`src/rtl/video_loss_monitor.sv`:
```
// -----------------------------------------------------------------------------
// video_loss_monitor
//   SDI input supervisor. Watches the vblank/hblank pair coming out of the SDI
//   receiver. It declares video loss when hblank stops during active video. It
//   measures the line length and the number of active lines per frame. Lock is
//   declared after RECOVER_FRAMES consecutive matching frames, and a format
//   change while locked is reported with a one-cycle pulse.
//
// Ports
//   clk_sdi        in   SDI pixel clock
//   rst            in   asynchronous reset, active-high
//   vid_in_vblank  in   vertical blanking (high during vblank)
//   vid_in_hblank  in   horizontal blanking (high during hblank)
//   vid_in_loss_n  out  0 = video lost (state LOSS)
//   vid_lock       out  1 = format stable (state LOCKED)
//   fmt_change     out  one-cycle pulse on a mismatching frame while LOCKED
//   line_len       out  clocks between the last two active-region hblank rises
//   frame_lines    out  active lines counted in the last closed frame
//   mon_state      out  0=LOSS 1=ACQUIRE 2=LOCKED
//   loss_cnt       out  LOSS entry count, saturating at 255
//                       (present only when VLM_LOSS_CNT_EN is defined)
//
// Configuration macro: VLM_LOSS_CNT_EN
// -----------------------------------------------------------------------------
module video_loss_monitor #(
    parameter int CNT_W          = 16,
    parameter int LINE_W         = 12,
    parameter int TIMEOUT        = 4095,
    parameter int RECOVER_FRAMES = 2,
    parameter int LEN_TOL        = 2
) (
    input  logic              clk_sdi,
    input  logic              rst,
    input  logic              vid_in_vblank,
    input  logic              vid_in_hblank,
    output logic              vid_in_loss_n,
    output logic              vid_lock,
    output logic              fmt_change,
    output logic [CNT_W-1:0]  line_len,
    output logic [LINE_W-1:0] frame_lines,
`ifdef VLM_LOSS_CNT_EN
    output logic [7:0]        loss_cnt,
`endif
    output logic [1:0]        mon_state
);

    typedef enum logic [1:0] {
        S_LOSS = 2'd0,
        S_ACQ  = 2'd1,
        S_LOCK = 2'd2
    } state_t;

    localparam logic [CNT_W-1:0]        TO_VAL   = TIMEOUT[CNT_W-1:0];
    localparam logic [CNT_W-1:0]        CNT_ONE  = {{(CNT_W-1){1'b0}}, 1'b1};
    localparam logic [LINE_W-1:0]       LINE_ONE = {{(LINE_W-1){1'b0}}, 1'b1};
    localparam logic signed [CNT_W:0]   TOL_POS  = LEN_TOL[CNT_W:0];
    localparam logic signed [CNT_W:0]   TOL_NEG  = -TOL_POS;
    localparam logic [3:0]              REC_VAL  = RECOVER_FRAMES[3:0];

    function automatic logic [CNT_W-1:0] sat_inc_cnt(input logic [CNT_W-1:0] v);
        return (&v) ? v : v + CNT_ONE;
    endfunction

    function automatic logic [LINE_W-1:0] sat_inc_line(input logic [LINE_W-1:0] v);
        return (&v) ? v : v + LINE_ONE;
    endfunction

    // ---- input registers and edge detection
    logic vb_d1, vb_d2, hb_d1, hb_d2;

    always_ff @(posedge clk_sdi or posedge rst) begin
        if (rst) begin
            vb_d1 <= 1'b0;
            vb_d2 <= 1'b0;
            hb_d1 <= 1'b0;
            hb_d2 <= 1'b0;
        end else begin
            vb_d1 <= vid_in_vblank;
            vb_d2 <= vb_d1;
            hb_d1 <= vid_in_hblank;
            hb_d2 <= hb_d1;
        end
    end

    logic h_rise, v_rise, v_fall;
    assign h_rise = hb_d1 & ~hb_d2;
    assign v_rise = vb_d1 & ~vb_d2;
    assign v_fall = ~vb_d1 & vb_d2;

    // ---- timeout counter and line measurement
    logic [CNT_W-1:0]  to_cnt, pix_cnt, cur_len;
    logic [LINE_W-1:0] cur_lines;
    logic              to_hit;

    assign to_hit = (to_cnt == TO_VAL);

    always_ff @(posedge clk_sdi or posedge rst) begin
        if (rst) begin
            to_cnt    <= '0;
            pix_cnt   <= '0;
            cur_len   <= '0;
            cur_lines <= '0;
        end else begin
            // Counter holds during vblank so long blanking gaps never count as loss.
            if (hb_d1)
                to_cnt <= '0;
            else if (!vb_d1 && !to_hit)
                to_cnt <= to_cnt + CNT_ONE;

            pix_cnt <= h_rise ? CNT_ONE : sat_inc_cnt(pix_cnt);

            if (h_rise && !vb_d1)
                cur_len <= pix_cnt;

            // A line starting on the same clock as vblank falls is the first
            // line of the new frame, so the clear and the count combine.
            if (v_fall)
                cur_lines <= (h_rise) ? LINE_ONE : '0;
            else if (h_rise && !vb_d1)
                cur_lines <= sat_inc_line(cur_lines);
        end
    end

    // ---- frame close and reference comparison
    logic [CNT_W-1:0]        ref_len;
    logic [LINE_W-1:0]       ref_lines;
    logic                    ref_valid, refv_nxt, ref_load;
    logic signed [CNT_W:0]   len_diff;
    logic                    match;

    assign len_diff = $signed({1'b0, cur_len}) - $signed({1'b0, ref_len});
    assign match    = ref_valid && (len_diff <= TOL_POS) && (len_diff >= TOL_NEG) &&
                      (cur_lines == ref_lines);

    always_ff @(posedge clk_sdi or posedge rst) begin
        if (rst) begin
            line_len    <= '0;
            frame_lines <= '0;
            ref_len     <= '0;
            ref_lines   <= '0;
            ref_valid   <= 1'b0;
        end else begin
            if (v_rise) begin
                line_len    <= cur_len;
                frame_lines <= cur_lines;
            end
            if (ref_load) begin
                ref_len   <= cur_len;
                ref_lines <= cur_lines;
            end
            ref_valid <= refv_nxt;
        end
    end

    // ---- supervisor FSM
    state_t     state, state_nxt;
    logic [3:0] good_cnt, good_nxt, good_inc;
    logic       fmt_nxt;

    assign good_inc = good_cnt + 4'd1;

    always_comb begin
        state_nxt = state;
        good_nxt  = good_cnt;
        refv_nxt  = ref_valid;
        ref_load  = 1'b0;
        fmt_nxt   = 1'b0;
        if (to_hit) begin
            state_nxt = S_LOSS;
        end else begin
            case (state)
                S_LOSS: begin
                    if (v_rise) begin
                        state_nxt = S_ACQ;
                        good_nxt  = 4'd0;
                        refv_nxt  = 1'b0;
                    end
                end
                S_ACQ: begin
                    if (v_rise) begin
                        ref_load = 1'b1;
                        refv_nxt = 1'b1;
                        if (match) begin
                            good_nxt = good_inc;
                            if (good_inc == REC_VAL)
                                state_nxt = S_LOCK;
                        end else begin
                            good_nxt = 4'd0;
                        end
                    end
                end
                S_LOCK: begin
                    if (v_rise) begin
                        ref_load = 1'b1;
                        refv_nxt = 1'b1;
                        if (!match) begin
                            state_nxt = S_ACQ;
                            good_nxt  = 4'd0;
                            fmt_nxt   = 1'b1;
                        end
                    end
                end
                default: state_nxt = S_ACQ;
            endcase
        end
    end

    always_ff @(posedge clk_sdi or posedge rst) begin
        if (rst) begin
            state         <= S_ACQ;
            good_cnt      <= 4'd0;
            fmt_change    <= 1'b0;
            vid_in_loss_n <= 1'b1;
            vid_lock      <= 1'b0;
        end else begin
            state         <= state_nxt;
            good_cnt      <= good_nxt;
            fmt_change    <= fmt_nxt;
            vid_in_loss_n <= (state_nxt != S_LOSS);
            vid_lock      <= (state_nxt == S_LOCK);
        end
    end

    assign mon_state = state;

`ifdef VLM_LOSS_CNT_EN
    // Only genuine entries into LOSS count; staying in LOSS does not.
    always_ff @(posedge clk_sdi or posedge rst) begin
        if (rst)
            loss_cnt <= 8'd0;
        else if (state_nxt == S_LOSS && state != S_LOSS && loss_cnt != 8'hFF)
            loss_cnt <= loss_cnt + 8'd1;
    end
`endif

endmodule

```
`config.mk`:
```
export PLATFORM = sky130hd
export DESIGN_NAME = video_loss_monitor
export DESIGN_NICKNAME = d
export VERILOG_FILES = /design/src/rtl/video_loss_monitor.sv
export SDC_FILE = /design/constraint.sdc
export NUM_CORES = 1
export LEC_CHECK = 0
export ABC_AREA = 1
export BUFFER_PORTS_ARGS = -buffer_cell sky130_fd_sc_hd__buf_2
export CAP_MARGIN = 20
export CELL_PAD_IN_SITES_DETAIL_PLACEMENT = 1
export CELL_PAD_IN_SITES_GLOBAL_PLACEMENT = 1
export CORE_UTILIZATION = 30
export CTS_CLUSTER_SIZE = 28
export DETAILED_ROUTE_END_ITERATION = 10
export MAX_ROUTING_LAYER = met4
export PLACE_DENSITY = 0.68
export SLEW_MARGIN = 20
export SYNTH_ARGS = -nofsm -noshare
export SYNTH_HDL_FRONTEND = slang
export SYNTH_SLANG_ARGS = --single-unit
```
`constraint.sdc`:
```
create_clock -name clk_sdi -period 10.5 [get_ports clk_sdi]
set_clock_uncertainty 0.2 [all_clocks]
set_input_delay 1.575 -clock clk_sdi [delete_from_list [all_inputs] [get_ports clk_sdi]]
set_output_delay 1.575 -clock clk_sdi [all_outputs]
set_load 0.01 [all_outputs]
```
==> impl_metrics.yaml, run 1 <==
critical_path:
  crit_required_ps: 10640
  worst_setup_path_start_kind: "register"
  cp_data_arrival_time_ps: 3810
  cp-end-kind: "register"
  rrSetupSlack_ps: 6830
  setup.worst_path.class: "reg -> reg"
  rr_worst_depth: 14
  crit_fanout: 33
floorplanning:
  coreArea_mm2: 0.0229
  start_util_pct: 31.0
  num_rows: 55
  io_pins: 37
  die_h_um: 156
  die_w_um: 156
  dieArea_mm2: 0.0243
timing:
  worst_pin_slew_ps: 783
  hold_viol_final: 0
  tns_ps: 0
  clock.fmax_mhz: 272
  max_slew_margin_pct: 47.6
  setup_violations: 0
  final.min_clock_period_ps: 3670
  rsz0062_at_grt: "false"
  maxSlewViolCount: 0
  timing.final.crit_share_pct: 35.0
synth:
  ys_seq_area_share_pct: 45.8
  syn_area_per_cell_um2: 7.54
  synth-async-reset-ratio_pct: 100
  synth_cells: 942
  synth-seq-cells: 130
  ys_warn_count: 0
  synth_edf_count: 0
  ys_types: 44
  synth_nets: 972
  syn_area_mm2: 0.00711
  ys.flop_type: "dfrtp_1"
clocking:
  clk_pin_slew_ps: 60
  cts_hold_buf: 0
  htreeDepth: 4
  cts_buffer_depth: 2
  cts_made_buffers: 17
  worstSkewPairLatency_ps: 420
  tritoncts: "built"
  cts_resized: 0
  root_buffer: "clkbuf_16"
  cts.sink_count: 130
  post_cts_buffers: 0
layout:
  syn_to_final_growth_pct: 15.9
  drive_gt1_share_pct: 9.77
  final_util_pct: 35.9
  layout.nets: 1013
  diodes: 0
global_route:
  grt_pass1_vias: 6306
  grt_usage_pct: 17.0
  overflow: 0
  grt_pass1_wl_um: 31700
  antenna_found_initial: 0
  grt_max_degree: 78
pwr:
  total_power_uw: 1810
  p_leak_uw: 0.00408
  vdd_drop_max_mv: 0.124
  p_per_area_mw_per_mm2: 220
detailed_routing:
  dr.pass1.iters: 4
  via_per_inst: 4.67
  avgRoutedWirePerCell_um: 14.0
  drt.antenna.violating_nets: 0
  wl_um: 18300
  vias: 6102
  route.detailed.drc: 0
  drt_iter0_markers: 236
placed_design:
  routabilityCongestion: 0.850
  post-dp-hpwl_um: 13800
  io_buffers: 36
status:
  status: "completed"
hold_path:
  hold_depth: 0
  worst_hold_path_type: "reg -> reg"
run:
  maxCapViolations: 0
-- placed cells by master (no fill, tap or decap), drive strengths merged, types with 7 or more instances in the layout --
master	instances
nand4	19
clkbuf	21
dfrtp	128
nor4	7
a21oi	31
o21ai	109
nand2	255
buf	39
inv	163
nor2	78
xor2	8
ha	25
nor3	30
nand3	42
-- power breakdown --
part / switching (µW) / internal, µW / leakage (µW)
Sequential: 37.1 / 548 / 0.00177
Clock: 220 / 383 / 0.000289
Combinational: 408 / 214 / 0.00202
-- registers in the layout, indices dropped and copies added (netlist names), 2 cells and up --
register	cells
ref_lines	12
pix_cnt	16
cur_len	16
frame_lines	12
line_len	16
ref_len	16
cur_lines	12
mon_state	2
good_cnt	4
to_cnt	16
-- worst paths after layout --
check | startpoint | to
max | hb_d1 | cur_lines[11]
min | vb_d1 | vb_d2
max reg2reg | hb_d1 | cur_lines[11]
min reg2reg | vb_d1 | vb_d2
max in group asynchronous | rst | line_len[15]
min in group asynchronous | rst | to_cnt[5]
-- through the flow --
| step | hold WS [ps] | instance area, µm² | std cells | worst slack [ps] |
|---|---|---|---|---|
| CTS | 224 | 8230 | 1306 | 6440 |
| global route | 270 | 8240 | 1306 | 6380 |
| finish | 260 | 8240 | 1306 | 6830 |
| global placement | 207 | 7640 | 1277 | 6640 |
| floorplan | 193 | 7110 | 942 | 5260 |
| detailed placement | 210 | 7640 | 1277 | 6500 |
-- synth_stat cells (6+ instances only) --
cell / count / area share (%)
nand2_2: 6 / 0.53
nor2_1: 74 / 3.9
dfrtp_1: 128 / 45
xor2_1: 8 / 0.99
o21ai_0: 106 / 7.5
ha_1: 25 / 4.4
nand4_1: 18 / 1.6
clkbuf_1: 14 / 0.74
nand2_1: 249 / 13
a21oi_1: 29 / 2.0
nor3_1: 28 / 2.0
inv_1: 158 / 8.3
nand3_1: 40 / 2.8
-- worst max-delay path: stages, from the launching register on --
cell and delay, ps:
dfrtp_1 420, inv_1 220, nor2_1 660, inv_1 350
nor2_4 600, o21ai_2 140, inv_2 170, nor2_2 60
inv_2 150, nand4_2 100, nor2_1 160, nand2_1 80
inv_1 80, nand2_1 50, a21oi_1 150
-- metal layers --
layer	track usage, %	share of wire, %	vias up
met5	-	0	-
met4	5.46	1.3	0
met3	2.81	1.5	18
met2	26.5	47	42
met1	22.5	50	2955
li1	-	-	3087
-- cell families (layout without fill, tap and decap cells) --
logic type | Yosys count | after routing | synth area share [%]
simple gates | 441 | 441 | 26.9
fa+ha+maj | 26 | 26 | 4.68
buf+inv | 180 | 231 | 9.56
xor+xnor | 10 | 10 | 1.23
flops | 130 | 130 | 45.8
compound gates | 155 | 155 | 11.8
-- layout make-up --
class	instances	area, µm²
clock buffer	21	460
clock inverter	8	130
fill	2823	14700
inverter	163	617
multi-input combinational	632	3180
sequential	130	3260
tap	313	392
timing repair buffer	39	206
Note: power is estimated with default switching activity, not from simulation.
==> inputs of run 2 (changes only) <==
- PLACE_DENSITY: 0.68 -> 0.71
- clock period: 10.5 -> 3.3 ns (I/O delays scaled with it)
==> run 2 against run 1 <==
  * Global-route usage about the same
  * Design area increased by 0.80%
  * Power increased to 3.2 times the previous value
  * Setup slack got worse by 6500 ps
  * Via count increased by 0.82%
  * Maximum frequency increased by 22%
  * Worst hold slack got worse by 190 ps
  * Clock power increased to 3.1 times the previous value
==> impl_metrics.yaml, run 2 (synthesized netlist as in run 1, its figures left out) <==
clocking:
  cts_made_buffers: 17
  root_buffer: "clkbuf_16"
  worstSkewPairLatency_ps: 420
  htreeDepth: 4
  clk_pin_slew_ps: 60
  cts_buffer_depth: 2
  tritoncts: "built"
  cts.sink_count: 130
run:
  maxCapViolations: 0
floorplanning:
  start_util_pct: 31.0
  die_h_um: 156
  die_w_um: 156
  dieArea_mm2: 0.0243
  num_rows: 55
  coreArea_mm2: 0.0229
  io_pins: 37
placed_design:
  post-dp-hpwl_um: 13900
  dpl_cell_area_mm2: 0.00768
  routabilityCongestion: 0.813
  io_buffers: 36
critical_path:
  worst_setup_path_start_kind: "register"
  cpPeakStageDelay_ps: 350
  cp-end-kind: "register"
  rr_worst_depth: 19
  crit_top_cell: "nand3_1"
  crit_chain: "inv_1 > ha_1 > fa_2 > inv_1 > nand2_1 > nand2_2 > buf_4 > nand3_1 > nand3_1 > nand3_1 > nor2_1 > nand2_1 > nor2_1 > nand3_1 > nand2_2 > nand4_1 > o21ai_1 > nand3_2 > a21oi_2"
  crit_required_ps: 3450
  setup.worst_path.class: "reg -> reg"
  crit_fanout: 4
  cp_data_arrival_time_ps: 3160
  crit_slowest_cell: "fa_2"
pwr:
  p_seq_share_pct: 32.1
  p_comb_share_pct: 36.0
  p_clk_share_pct: 32.0
  vdd_drop_max_mv: 0.453
  p_per_area_mw_per_mm2: 695
  power.internal_uw: 3560
  p_sw_uw: 2220
  p_leak_uw: 0.00411
  switching_share_pct: 38.4
global_route:
  grt_use_met3_pct: 2.94
  grt_util_met2_pct: 27.1
  met1_usage_pct: 21.9
  grt_usage_pct: 17.0
  grt_pass1_vias: 6364
  antenna_found_initial: 0
  grt.busiest_layer: "met2"
  grt_pass1_wl_um: 31800
  overflow: 0
  grt_max_degree: 131
layout:
  syn_to_final_growth_pct: 16.8
  diodes: 0
  final_cell_area_mm2: 0.00830
  final_common_cell: "nand2_1"
  layout.nets: 1020
  final_cell_mix: "249 x nand2_1, 156 x inv_1, 128 x dfrtp_1"
  drive_gt1_share_pct: 10.9
timing:
  tns_ps: 0
  clock.fmax_mhz: 333
  final.min_clock_period_ps: 3010
  setup_violations: 0
  timing.final.crit_share_pct: 91.1
  maxSlewViolCount: 0
  worst_pin_slew_ps: 721
  hold_viol_final: 0
  max_slew_margin_pct: 51.9
  rsz0062_at_grt: "false"
detailed_routing:
  route.detailed.drc: 0
  drt.antenna.violating_nets: 0
  dr.pass1.iters: 4
  avgRoutedWirePerCell_um: 14.1
  via_per_inst: 4.67
  drt_iter0_markers: 231
  wl_um: 18600
  vias: 6152
hold_path:
  worst_hold_path_type: "in -> async"
status:
  status: "completed"
run 2: cell count changes in the layout (fill, tap and decap cells not counted), moves of 2 or more:
cell / change
dlygate4sd3_1: +2
bufinv_16: -2
inv_6: +4
clkbuf_1: -2
clkinvlp_4: +3
clkinv_4: -3
buf_12: +2
buf_4: +4
clkinv_2: +2
run 2: repair_timing:
action | 4_1_cts | 5_1_grt
endpoints found under the setup margin | 0 | 3
resized for setup | 0 | 2
hold endpoints to repair | 2 | 0
setup buffers | 0 | 2
hold buffers | 2 | 0
run 2: layer usage:
metal,up-vias,routed length [µm]
li1,3109,-
met1,2977,9080
met2,47,8870
met3,19,351
met4,0,303
met5,-,0
run 2: final timing paths:
check,slack (ps),end,from
max,290,vid_lock,cur_len[0]
min in group clk_sdi,240,vb_d2,vb_d1
min,70,pix_cnt[3],rst
max in group asynchronous,2300,pix_cnt[2],rst
max reg2reg,290,vid_lock,cur_len[0]
min reg2reg,240,vb_d2,vb_d1
run 2: area by class of cell:
cell class                 instances  area [µm²]
tap                              313         392
fill                            2802       14600
clock buffer                      19         453
timing repair buffer              46         285
inverter                         163         616
sequential                       130        3260
multi-input combinational        632        3180
clock inverter                    13         124
run 2: stage by stage:
stage	setup slack [ps]	util (%)	power [µW]	hold slack, ps	cells
2_1_floorplan	680	-	3380	193	942
4_1_cts	300	36.1	5800	120	1314
3_3_place_gp	460	33.5	3840	227	1280
5_1_grt	45.8	36.2	6220	136	1316
6_report	293	36.2	5770	69.0	1316
3_5_place_dp	313	33.5	3900	225	1280
run 2: power by group through the flow:
stage | combinational, µW | clock, µW | sequential, µW
CTS | 2040 | 1900 | 1850
finish | 2080 | 1850 | 1850
global placement | 1970 | 0 | 1870
global route | 2380 | 1970 | 1870
detailed placement | 2030 | 0 | 1880
floorplan | 1510 | 0 | 1870
run 2: critical path, delay by kind of cell, from the launching register on:
family / cells / cell delay [ps]
buffers and inverters: 3 / 260
AND/OR/NAND/NOR: 12 / 1240
adder cells (fa/ha/maj): 2 / 580
flip-flops: 1 / 320
AO/OA/AOI/OAI: 2 / 350
